`src/rtl/noc_ring_router.sv`:
```
// ============================================================================
//  Module   : noc_ring_router
//  Purpose  : Bidirectional-ring NoC router node with East, West and Local
//             ports. Each input has its own FIFO. Each output has its own
//             round-robin arbiter. Multicast flits are split per output
//             direction, and a partially granted head keeps only the
//             destinations that are still undelivered, so no node receives
//             a flit twice.
//  Revision : 1.0 - initial release
// ----------------------------------------------------------------------------
//  Port index in every packed vector: 0 = East, 1 = West, 2 = Local.
//  Flit format: bit 0 valid, bits [NODES:1] destination mask
//               (bit n+1 = node n), upper bits payload.
//
//  Ports
//    clk         in   clock
//    rst_n       in   asynchronous active-low reset
//    write_i     in   [3]          per-input flit write strobe
//    data_i      in   [3*WIDTH]    per-input flit
//    full_o      out  [3]          per-input stop to upstream (registered)
//    overflow_o  out  [3]          sticky: write arrived while FIFO was full
//    full_i      in   [3]          per-output stop from downstream
//    write_o     out  [3]          per-output flit strobe (registered)
//    data_o      out  [3*WIDTH]    per-output flit (registered)
//    flit_cnt_o  out  [3*16]       saturating write_o pulse counters
//                                  (only with NOC_RING_STATS_EN defined)
//
//  Build option: NOC_RING_STATS_EN adds the per-output flit counters.
// ============================================================================
`default_nettype none

module noc_ring_router #(
    parameter int WIDTH   = 16,
    parameter int DEPTH   = 8,
    parameter int NODES   = 4,
    parameter int NODE_ID = 0
) (
    input  logic                 clk,
    input  logic                 rst_n,
    input  logic [2:0]           write_i,
    input  logic [3*WIDTH-1:0]   data_i,
    output logic [2:0]           full_o,
    output logic [2:0]           overflow_o,
    input  logic [2:0]           full_i,
    output logic [2:0]           write_o,
    output logic [3*WIDTH-1:0]   data_o
`ifdef NOC_RING_STATS_EN
    ,
    output logic [3*16-1:0]      flit_cnt_o
`endif
);

    localparam int AW = $clog2(DEPTH);
    localparam logic [AW:0] c_DEPTH_CNT = (AW+1)'(DEPTH);
    // Two entries of slack cover the registered full_o -> upstream round trip.
    localparam logic [AW:0] c_FULL_CNT  = (AW+1)'(DEPTH - 2);

    // Per-output set of destination nodes reached through that output.
    // Clockwise distance 0 is local, 1..NODES/2 goes East (tie goes East),
    // anything farther goes West.
    function automatic logic [2:0][NODES-1:0] f_dirmask();
        logic [2:0][NODES-1:0] m;
        int                    d;
        m = '0;
        for (int n = 0; n < NODES; n++) begin
            d = (n - NODE_ID + NODES) % NODES;
            if (d == 0)
                m[2][n] = 1'b1;
            else if (d <= NODES / 2)
                m[0][n] = 1'b1;
            else
                m[1][n] = 1'b1;
        end
        return m;
    endfunction

    localparam logic [2:0][NODES-1:0] c_DIRMASK = f_dirmask();

    function automatic logic [1:0] f_inc3(input logic [1:0] v);
        return (v == 2'd2) ? 2'd0 : v + 2'd1;
    endfunction

    // ------------------------------------------------------------------
    // State
    // ------------------------------------------------------------------
    logic [WIDTH-1:0]        r_mem [3][DEPTH];
    logic [2:0][AW-1:0]      r_wptr;
    logic [2:0][AW-1:0]      r_rptr;
    logic [2:0][AW:0]        r_cnt;
    logic [2:0]              r_full;
    logic [2:0]              r_ovf;
    logic [2:0][1:0]         r_rrptr;   // round-robin pointer per output
    logic [2:0]              r_write;
    logic [2:0][WIDTH-1:0]   r_data;

    // ------------------------------------------------------------------
    // Combinational signals
    // ------------------------------------------------------------------
    logic [2:0][WIDTH-1:0]   w_head;
    logic [2:0]              w_live;
    logic [2:0][NODES-1:0]   w_hmask;
    logic [2:0][2:0]         w_req;     // [input][output]
    logic [2:0][2:0]         w_gnt;     // [output][input]
    logic [2:0]              w_gany;
    logic [2:0][1:0]         w_gsel;
    logic [1:0]              w_idx;
    logic [2:0][WIDTH-1:0]   w_fork;
    logic [2:0][NODES-1:0]   w_clr;
    logic [2:0][NODES-1:0]   w_resid;
    logic [2:0]              w_pop;
    logic [2:0]              w_push;
    logic [2:0][AW:0]        w_cnt_nxt;

    // Head inspection and per-output requests.
    always_comb begin
        w_head  = '0;
        w_live  = '0;
        w_hmask = '0;
        w_req   = '0;
        for (int i = 0; i < 3; i++) begin
            w_head[i]  = r_mem[i][r_rptr[i]];
            w_live[i]  = (r_cnt[i] != '0);
            w_hmask[i] = w_head[i][NODES:1];
            for (int o = 0; o < 3; o++)
                w_req[i][o] = w_live[i] & w_head[i][0] &
                              (|(w_hmask[i] & c_DIRMASK[o]));
        end
    end

    // Round-robin arbitration per output: search pointer, +1, +2.
    always_comb begin
        w_gnt  = '0;
        w_gany = '0;
        w_gsel = '0;
        w_idx  = '0;
        for (int o = 0; o < 3; o++) begin
            w_idx = r_rrptr[o];
            for (int k = 0; k < 3; k++) begin
                if (!full_i[o] && !w_gany[o] && w_req[w_idx][o]) begin
                    w_gnt[o][w_idx] = 1'b1;
                    w_gany[o]       = 1'b1;
                    w_gsel[o]       = w_idx;
                end
                w_idx = f_inc3(w_idx);
            end
        end
    end

    // Fork: each output carries only the destinations routed through it.
    // Any destinations granted this cycle are removed from the head's mask.
    always_comb begin
        w_fork    = '0;
        w_clr     = '0;
        w_resid   = '0;
        w_pop     = '0;
        w_push    = '0;
        w_cnt_nxt = '0;
        for (int o = 0; o < 3; o++) begin
            w_fork[o]          = w_head[w_gsel[o]];
            w_fork[o][NODES:1] = w_hmask[w_gsel[o]] & c_DIRMASK[o];
        end
        for (int i = 0; i < 3; i++) begin
            for (int o = 0; o < 3; o++)
                if (w_gnt[o][i])
                    w_clr[i] = w_clr[i] | c_DIRMASK[o];
            w_resid[i] = w_hmask[i] & ~w_clr[i];
            // Invalid or empty-mask heads fall out here too (residual is 0
            // or valid is 0), which discards them without any output.
            w_pop[i]   = w_live[i] & (~w_head[i][0] | (w_resid[i] == '0));
            w_push[i]  = write_i[i] & (r_cnt[i] != c_DEPTH_CNT);
            case ({w_push[i], w_pop[i]})
                2'b10:   w_cnt_nxt[i] = r_cnt[i] + (AW+1)'(1);
                2'b01:   w_cnt_nxt[i] = r_cnt[i] - (AW+1)'(1);
                default: w_cnt_nxt[i] = r_cnt[i];
            endcase
        end
    end

    // ------------------------------------------------------------------
    // Sequential state
    // ------------------------------------------------------------------
    always_ff @(posedge clk or negedge rst_n) begin
        if (!rst_n) begin
            for (int i = 0; i < 3; i++)
                for (int e = 0; e < DEPTH; e++)
                    r_mem[i][e] <= '0;
            r_wptr  <= '0;
            r_rptr  <= '0;
            r_cnt   <= '0;
            r_full  <= '0;
            r_ovf   <= '0;
            r_rrptr <= '0;
            r_write <= '0;
            r_data  <= '0;
        end else begin
            for (int i = 0; i < 3; i++) begin
                // A residual write targets the head slot. A push targets the
                // tail slot. The two slots are never the same while both
                // can happen, because the FIFO is then neither empty nor full.
                if (w_pop[i])
                    r_rptr[i] <= r_rptr[i] + AW'(1);
                else if (w_live[i])
                    r_mem[i][r_rptr[i]][NODES:1] <= w_resid[i];
                if (w_push[i]) begin
                    r_mem[i][r_wptr[i]] <= data_i[i*WIDTH +: WIDTH];
                    r_wptr[i]           <= r_wptr[i] + AW'(1);
                end
                if (write_i[i] && !w_push[i])
                    r_ovf[i] <= 1'b1;
                r_cnt[i]  <= w_cnt_nxt[i];
                r_full[i] <= (w_cnt_nxt[i] >= c_FULL_CNT);
            end
            for (int o = 0; o < 3; o++) begin
                r_write[o] <= w_gany[o];
                if (w_gany[o]) begin
                    r_data[o]  <= w_fork[o];
                    r_rrptr[o] <= f_inc3(w_gsel[o]);
                end
            end
        end
    end

    assign full_o     = r_full;
    assign overflow_o = r_ovf;
    assign write_o    = r_write;
    assign data_o     = r_data;

`ifdef NOC_RING_STATS_EN
    logic [2:0][15:0] r_flit_cnt;

    always_ff @(posedge clk or negedge rst_n) begin
        if (!rst_n) begin
            r_flit_cnt <= '0;
        end else begin
            for (int o = 0; o < 3; o++)
                if (w_gany[o] && (r_flit_cnt[o] != 16'hFFFF))
                    r_flit_cnt[o] <= r_flit_cnt[o] + 16'd1;
        end
    end

    assign flit_cnt_o = r_flit_cnt;
`endif

endmodule

`default_nettype wire

```
`config.mk`:
```
export PLATFORM = sky130hd
export DESIGN_NAME = noc_ring_router
export DESIGN_NICKNAME = d
export VERILOG_FILES = /design/src/rtl/noc_ring_router.sv
export SDC_FILE = /design/constraint.sdc
export NUM_CORES = 1
export LEC_CHECK = 0
export ABC_AREA = 0
export CAP_MARGIN = 10
export CORE_MARGIN = 4
export CORE_UTILIZATION = 61
export DETAILED_ROUTE_END_ITERATION = 8
export PLACE_DENSITY = 0.83
export SYNTH_ARGS = -nofsm -noshare
export SYNTH_HDL_FRONTEND = slang
export SYNTH_SLANG_ARGS = --single-unit
```
`constraint.sdc`:
```
create_clock -name clk -period 5.5 [get_ports clk]
set_input_delay 0.55 -clock clk [delete_from_list [all_inputs] [get_ports clk]]
set_output_delay 0.55 -clock clk [all_outputs]
set_load 0.005 [all_outputs]
```
; ---- Word level (Yosys, flattened, before mapping)
; Index checks and enable logic that the tools add are counted.
[totals]
ff_bits = 469
input_bits = 56
output_inout_bits = 57
wordCells = 347
[op_classes]
n_addsub = 21
n_lt_le_gt_ge = 36
eq_ne = 18
n_mux = 132
n_bitwise = 42
n_reduce_logical = 54
[op_table]
columns = operator, n
row1 = $mux W128, 9
row2 = $bwmux W128, 6
row3 = $demux W16 S3, 6
row4 = $mux W16, 12
row5 = $bmux W16 S3, 3
row6 = $bmux W16 S2, 3
row7 = $bmux W3 S2, 9
row8 = $mux W3, 16
row9 = $mux W2, 21
row10 = $lt A2 B3 Y1 const B, 12
row11 = $logic_and A1 B1 Y1, 33
row12 = $mux W1, 25
row13 = $bmux W4 S2, 3
row14 = $eq A2 B2 Y1 const B, 12
row15 = $ge A4 B4 Y1 const B, 6
row16 = $lt A4 B1 Y1 const B, 6
row17 = $not A3 Y4, 6
row18 = $pmux W4 S2, 3
row19 = $add A2 B1 Y2 const B, 9
row20 = $add A3 B1 Y3 const B, 6
row21 = $and A1 B1 Y1, 18
row22 = $demux W1 S2, 9
row23 = $ge A2 B1 Y1 const B, 9
row24 = $or A3 B3 Y3, 6
row25 = 15 further kinds, 55

; ---- Logic depth before layout (Yosys ltp)
; Gate-level depths: netlist (run 1).
[depth]
word_depth = 29
depth_mapped = 20
mapped_depth_nobuf = 16

; ---- Least setup slack after synthesis (run 1)
; No wires, ideal clock.
[synth_path]
path_type = reg-to-reg
from = reg r_rptr[4] (netlist bit)
to = reg r_full[0] (netlist: full_o[0])
t_arrival_ns = 3.830
setup_slack_ns = 1.552
stages_incl_launch_ff = 20
n_path_buf = 3
synth_period_minus_slack_ns = 3.948
path_cell_list = dfrtp_1 buf_2 mux2_2 a22o_1 o31a_1 buf_2 a2bb2o_4 a211oi_4 o21ba_2 buf_4 nand2_1 a21oi_1 ha_1 xor2_1 ha_1 a21oi_1 xnor2_1 nand2b_1 xnor2_1 a21o_1
[synth_lines]
columns = item, line
row1 = "start, declared", 88  ; logic [2:0][AW-1:0] r_rptr;
row2 = "start signal, assigned by index", 201  ; r_rptr[i] <= r_rptr[i] + AW'(1);
row3 = "end signal, assigned by index", 211  ; r_full[i] <= (w_cnt_nxt[i] >= c_FULL_CNT);
row4 = "end, declared", 90  ; logic [2:0] r_full;

==> impl_metrics.json, run 1 <==
{
  "finalInstanceArea_um2": 26600,
  "synth-seq-cells": 469,
  "holdWs_ns": 0.00567,
  "fmax_mhz": 193,
  "powerDensity_nw_per_um2": 746,
  "start_util_pct": 61.9,
  "cp_num_buf_inv": 0,
  "cp_data_arrival_time_ns": 5.72,
  "cts.path.max_buffers": 3,
  "ant_nets": 0,
  "place_congestion": 0.998,
  "comb_power_share_pct": 49.7,
  "final_core_util_pct": 70.5,
  "synth-edff-count": 0,
  "ys_warn_count": 0,
  "swShare_pct": 43.6,
  "start_kind": "flip-flop",
  "die_h_um": 204,
  "hp-class": "in2async",
  "coreArea_um2": 37800,
  "setup_viol": 0,
  "skew_ns": 0.0163,
  "root_buffer": "clkbuf_16",
  "rsz0062_at_grt": "no",
  "diodes": 0,
  "wirelength_um": 71000,
  "ctsHoldBuffers": 0,
  "clkPwrFrac_pct": 17.3,
  "syn_area_per_cell_um2": 10.1,
  "critical-path-max-stage-delay_ns": 0.77,
  "antenna_found_initial": 0,
  "grt_pass1_wl_um": 111000,
  "worst_slack_ns": 0.319,
  "die_area_um2": 41500,
  "layout.cells.non_filler": 2920,
  "crit_top_cell": "nand2_1",
  "seq_power_share_pct": 33.0,
  "clk-insertion-delay-late_ns": 0.60,
  "yosysUniqueCellTypes": 86,
  "cp_top_family": "compound AO/OA/AOI/OAI gates",
  "endpoint": "full_o[2]",
  "ys_seq_area_share_pct": 50.2,
  "fp-row-count": 71,
  "status": "finished, final reports clean",
  "finalCritPeriodShare_pct": 94.2,
  "crit_chain": "and2_0 > nand2_1 > o2111ai_1 > nor3_1 > o41ai_1 > o221ai_1 > a21oi_2 > ha_1 > nand2_1 > mux2_2 > o22ai_1 > o21ai_0 > nor2_1 > xor2_1 > a21o_1",
  "finalPower_mw": 19.9,
  "grt_use_total_pct": 34.0,
  "r2r_slack_ns": 0.32,
  "final_max_slew_viol_count": 0,
  "reg2reg_to": "full_o[2]",
  "htree_levels": 2,
  "vias": 19300,
  "timing.rr.start": "r_rptr[0]",
  "ys.flop_type": "dfrtp_1",
  "dp_cells": 2830,
  "drc": 0,
  "final_common_cell": "nand2_1",
  "max-slew-margin-rel_pct": 19.7,
  "tightestPinTransition_ns": 1.21,
  "rr_worst_depth": 15,
  "ctsResizeCount": 0,
  "layout-drive-gt1-share_pct": 17.0,
  "p_leak_nw": 12.0,
  "drt_iter0_markers": 2493,
  "slowest_stage": "dfrtp_1",
  "grt_max_degree": 140,
  "io_pins": 113,
  "worstSetupPathType": "reg2reg",
  "grt_pass1_vias": 19200,
  "vias_per_cell": 6.60,
  "synth.cell_area_um2": 23400,
  "clk_pin_slew_ns": 0.06,
  "p_switching_mw": 8.66,
  "crit_required_ns": 6.04,
  "drt_first_pass_iters": 9,
  "ir_drop_mv": 0.529,
  "io_buffer_count": 104,
  "crit_fanout": 21,
  "overflow": 0,
  "critPathCaptureType": "flip-flop",
  "path_depth": 15,
  "cts_buffers": 49,
  "post_cts_buffers": 0,
  "synthArstFlopShare_pct": 100,
  "tns_ns": 0,
  "hpwl_um": 48200,
  "place_ws_ns": 0.599,
  "crit_start": "r_rptr[0]",
  "syn2layout_area_growth_pct": 14.0,
  "synthCells": 2305,
  "clock-sinks": 469,
  "fillCellCount": 2686,
  "nNetsFinal": 2441,
  "timing.max_cap.violations": 0,
  "fin_crit_ns": 5.18,
  "wl_per_cell_um": 24.3,
  "finalHoldViolations": 0,
  "die_x_um": 204,
  "tritoncts": "yes",
  "placed_area_um2": 25000,
  "most-common-layout-cells": "nand2_1 (598), dfrtp_1 (467), mux2_2 (189)",
  "p_int_mw": 11.2
}
cell type report:
class | count | area, um2 | share of cell area, %
Sequential cell | 469 | 11700 | 44.1
Multi-Input combinational cell | 1640 | 10900 | 40.9
Timing Repair Buffer | 161 | 1510 | 5.68
Clock buffer | 67 | 1420 | 5.35
Tap cell | 511 | 639 | 2.40
Clock inverter | 23 | 248 | 0.931
Inverter | 49 | 184 | 0.691
layer usage:
| metal | up-vias | track usage (%) | wire (um) |
|---|---|---|---|
| met1 | 9529 | 47.0 | 27900 |
| met4 | 0 | 15.3 | 3440 |
| met2 | 1224 | 52.1 | 32300 |
| met3 | 254 | 7.44 | 7310 |
| met5 | - | 0 | 0 |
| li1 | 8276 | - | - |
cell usage after synthesis, types with 5 or more instances:
library cell / number / area (um2)
nand2_1: 598 / 2240
dfrtp_1: 469 / 11700
mux2_2: 189 / 2130
nor2_1: 104 / 390
clkbuf_1: 93 / 349
a21oi_1: 84 / 420
mux2i_1: 80 / 801
o21ai_0: 59 / 295
a22oi_1: 53 / 398
inv_1: 44 / 165
a221oi_1: 40 / 350
mux4_2: 30 / 676
nor3_1: 26 / 130
o221ai_1: 24 / 210
buf_1: 23 / 86.3
nand3_1: 23 / 115
a221o_1: 22 / 220
buf_2: 22 / 110
nand2b_1: 21 / 131
nor2b_1: 20 / 125
a31oi_1: 18 / 113
xnor2_1: 18 / 158
buf_4: 16 / 120
o211ai_1: 16 / 120
o22ai_1: 16 / 100
ha_1: 15 / 188
a211oi_1: 9 / 67.6
or2_2: 9 / 56.3
or3_1: 9 / 56.3
o22a_1: 8 / 70.1
a222oi_1: 7 / 70.1
a22o_1: 7 / 61.3
and2_1: 7 / 43.8
and3_1: 7 / 43.8
nor4_1: 7 / 43.8
a21o_1: 6 / 45.0
o31ai_1: 6 / 45.0
xor2_1: 6 / 52.6
and2_0: 5 / 31.3
nor3b_1: 5 / 37.5
o21a_1: 5 / 37.5
worst min-delay path by stage:
stage                  startpoint             to  slack (ns)  cells past startpoint
floorplan                   rst_n      data_o[0]        0.25                      0
global placement        data_o[0]      data_o[0]        0.45                      1
detailed placement  overflow_o[0]  overflow_o[0]        0.46                      1
CTS                         rst_n      r_mem[25]        0.04                      1
global route                rst_n      r_wptr[7]        0.08                      1
finish                      rst_n      r_mem[70]       0.006                      1
sequential cells by signal, summed over array words and instances (netlist names):
| register | flops |
|---|---|
| r_mem | 384 |
| r_wptr | 9 |
| overflow_o | 3 |
| full_o | 3 |
| write_o | 3 |
| r_rrptr | 6 |
| r_cnt | 12 |
| data_o | 40 |
| r_rptr | 9 |
cells by family (layout without fill, tap and decap cells):
family / after synthesis / after routing / synth area share (%)
flip-flops: 469 / 469 / 50.2
buffers and inverters: 203 / 300 / 3.64
XOR/XNOR: 24 / 24 / 0.900
AND/OR/NAND/NOR: 854 / 854 / 15.2
adder cells (fa/ha/maj): 15 / 15 / 0.804
AO/OA/AOI/OAI: 439 / 439 / 13.7
multiplexers: 300 / 300 / 15.5
other: 1 / 8 / 0.0161
worst reg2reg max path, delay by kind of cell (launching register included):
kind / cells / cell delay (ns)
muxes: 1 / 0.28
adders and majority gates: 1 / 0.37
DFF: 1 / 0.77
xor gates and xnor gates: 1 / 0.21
and+or+nand+nor: 5 / 1.06
AOI/OAI and AO/OA: 7 / 2.44
power groups by stage:
stage	clock (mW)	sequential, mW	combinational (mW)
after floorplan	0	5.83	6.90
after CTS	3.46	6.48	9.69
after global routing	3.61	6.69	10.6
final	3.43	6.55	9.87
after global placement	0	6.42	9.28
after detailed placement	0	6.50	9.60
Note: power is estimated with default switching activity, not from simulation.
==> run 2: changes to the inputs <==
--- a/config.mk
+++ b/config.mk
@@ -7,7 +7,7 @@
 export LEC_CHECK = 0
 export ABC_AREA = 0
 export CAP_MARGIN = 10
-export CORE_MARGIN = 4
+export CORE_MARGIN = 5
 export CORE_UTILIZATION = 61
 export DETAILED_ROUTE_END_ITERATION = 8
 export PLACE_DENSITY = 0.83
==> impl_metrics.json, run 2 (synthesis results as in run 1) <==
{
  "hp-start": "overflow_o[1]",
  "post_cts_buffers": 0,
  "finalCritPeriodShare_pct": 91.9,
  "worstSetupPathType": "reg2reg",
  "wirelength_um": 71000,
  "rr_worst_depth": 15,
  "grt_pass1_wl_um": 111000,
  "finalHoldViolations": 0,
  "io_buffer_count": 104,
  "seq_area_um2": 11700,
  "hp-class": "reg2reg",
  "tritoncts": "yes",
  "grt_use_total_pct": 33.5,
  "largest_register_ffs": 384,
  "crit_required_ns": 6.03,
  "status": "finished, final reports clean",
  "nNetsFinal": 2443,
  "die_x_um": 206,
  "overflow": 0,
  "ant_nets": 0,
  "cp_data_arrival_time_ns": 5.58,
  "most-common-layout-cells": "nand2_1 (598), dfrtp_1 (467), mux2_2 (189)",
  "vias_per_cell": 6.63,
  "grt_max_degree": 130,
  "ctsResizeCount": 0,
  "fmax_mhz": 198,
  "fillCellCount": 2704,
  "fin_crit_ns": 5.05,
  "drc": 0,
  "whs_path_depth": 1,
  "htree_levels": 2,
  "place_congestion": 0.975,
  "rsz0062_at_grt": "no",
  "timing.rr.start": "r_rptr[3]",
  "antenna_found_initial": 1,
  "dp_cells": 2829,
  "fp-row-count": 71,
  "tightestPinTransition_ns": 1.30,
  "r2r_slack_ns": 0.45,
  "die_area_um2": 42300,
  "start_kind": "flip-flop",
  "ctsHoldBuffers": 1,
  "final_common_cell": "nand2_1",
  "ir_drop_mv": 0.412,
  "top_register": "r_mem",
  "coreArea_um2": 37800,
  "timing.max_cap.violations": 0,
  "hpwl_um": 47800,
  "p_leak_nw": 12.0,
  "layout-drive-gt1-share_pct": 16.7,
  "root_buffer": "clkbuf_16",
  "max-slew-margin-rel_pct": 12.2,
  "cts_buffers": 50,
  "reg2reg_to": "full_o[2]",
  "clk_pin_slew_ns": 0.06,
  "drt_first_pass_iters": 8,
  "vias": 19300,
  "layout.cells.non_filler": 2917,
  "syn2layout_area_growth_pct": 13.8,
  "worstHoldEndpoint": "overflow_o[1]",
  "clk-insertion-delay-late_ns": 0.61,
  "clock-sinks": 469,
  "grt_pass1_vias": 19400,
  "crit_fanout": 17,
  "wl_per_cell_um": 24.3,
  "critPathCaptureType": "flip-flop",
  "drt_iter0_markers": 2402,
  "die_h_um": 206,
  "powerDensity_nw_per_um2": 739,
  "skew_ns": 0.0385,
  "setup_viol": 0,
  "cts.path.max_buffers": 3,
  "multi_input_area_um2": 10900,
  "final_max_slew_viol_count": 0,
  "start_util_pct": 61.9,
  "io_pins": 113,
  "tns_ns": 0
}
[run 2: changes by cell type in the layout (fill, tap and decap cells not counted), sizes merged]
cell	delta
inv	-4
clkinv	-2
dlygate4sd3	+1
clkinvlp	-1
bufinv	-2
clkbuf	+4
diode	+1
[run 2: worst max path at each step]
stage	startpoint	to
after global placement	r_rptr[7]	full_o[0]
after global routing	r_rptr[3]	full_o[2]
after CTS	r_rptr[3]	full_o[2]
final	r_rptr[3]	full_o[2]
after detailed placement	r_rptr[3]	full_o[2]
after floorplan	r_rptr[4]	full_o[0]
[run 2: where the power goes]
| group | total (mW) | switching (mW) | internal [mW] |
|---|---|---|---|
| Sequential | 6.48 | 1.34 | 5.14 |
| Clock | 3.33 | 1.40 | 1.92 |
| Combinational | 9.82 | 5.79 | 4.03 |
[run 2: per-stage QoR]
stage	area, um2	hold WS, ns	utilization [%]	total power, mW	setup WS (ns)
CTS	26600	0.467	70.3	19.4	0.604
global placement	24900	0.450	66.1	15.6	0.874
floorplan	23400	0.254	-	12.7	1.55
global route	26600	0.488	70.4	20.7	0.138
detailed placement	24900	0.456	66.1	16.0	0.677
finish	26600	0.465	70.4	19.6	0.447
[run 2: final cells by class]
class	instances	area share [%]
flip-flops and latches	469	44.2
multi-input cells	1640	41.0
repair buffers	162	5.73
clock buffers	71	5.47
well taps	511	2.41
inverters	49	0.692
clock inverters	14	0.560
diodes	1	0.00942
[run 2: metal layers]
layer,up-vias,GRT usage (%),part of all wire [%]
met4,0,14.4,4.1
met1,9647,45.7,39
li1,8267,-,-
met3,217,7.72,10
met5,-,0,0
met2,1206,51.9,47
[run 2: worst max-delay path: stages, from the launching register on]
cell	delay, ns
dfrtp_1	0.80
nor2b_1	0.32
a22o_1	0.37
o31ai_4	0.42
a21oi_1	0.16
o41ai_1	0.58
o221ai_1	0.40
a21oi_2	0.46
ha_1	0.34
nand2_1	0.08
mux2_2	0.28
o22ai_1	0.16
o21ai_0	0.12
nor2_1	0.13
xor2_1	0.24
a21o_1	0.13
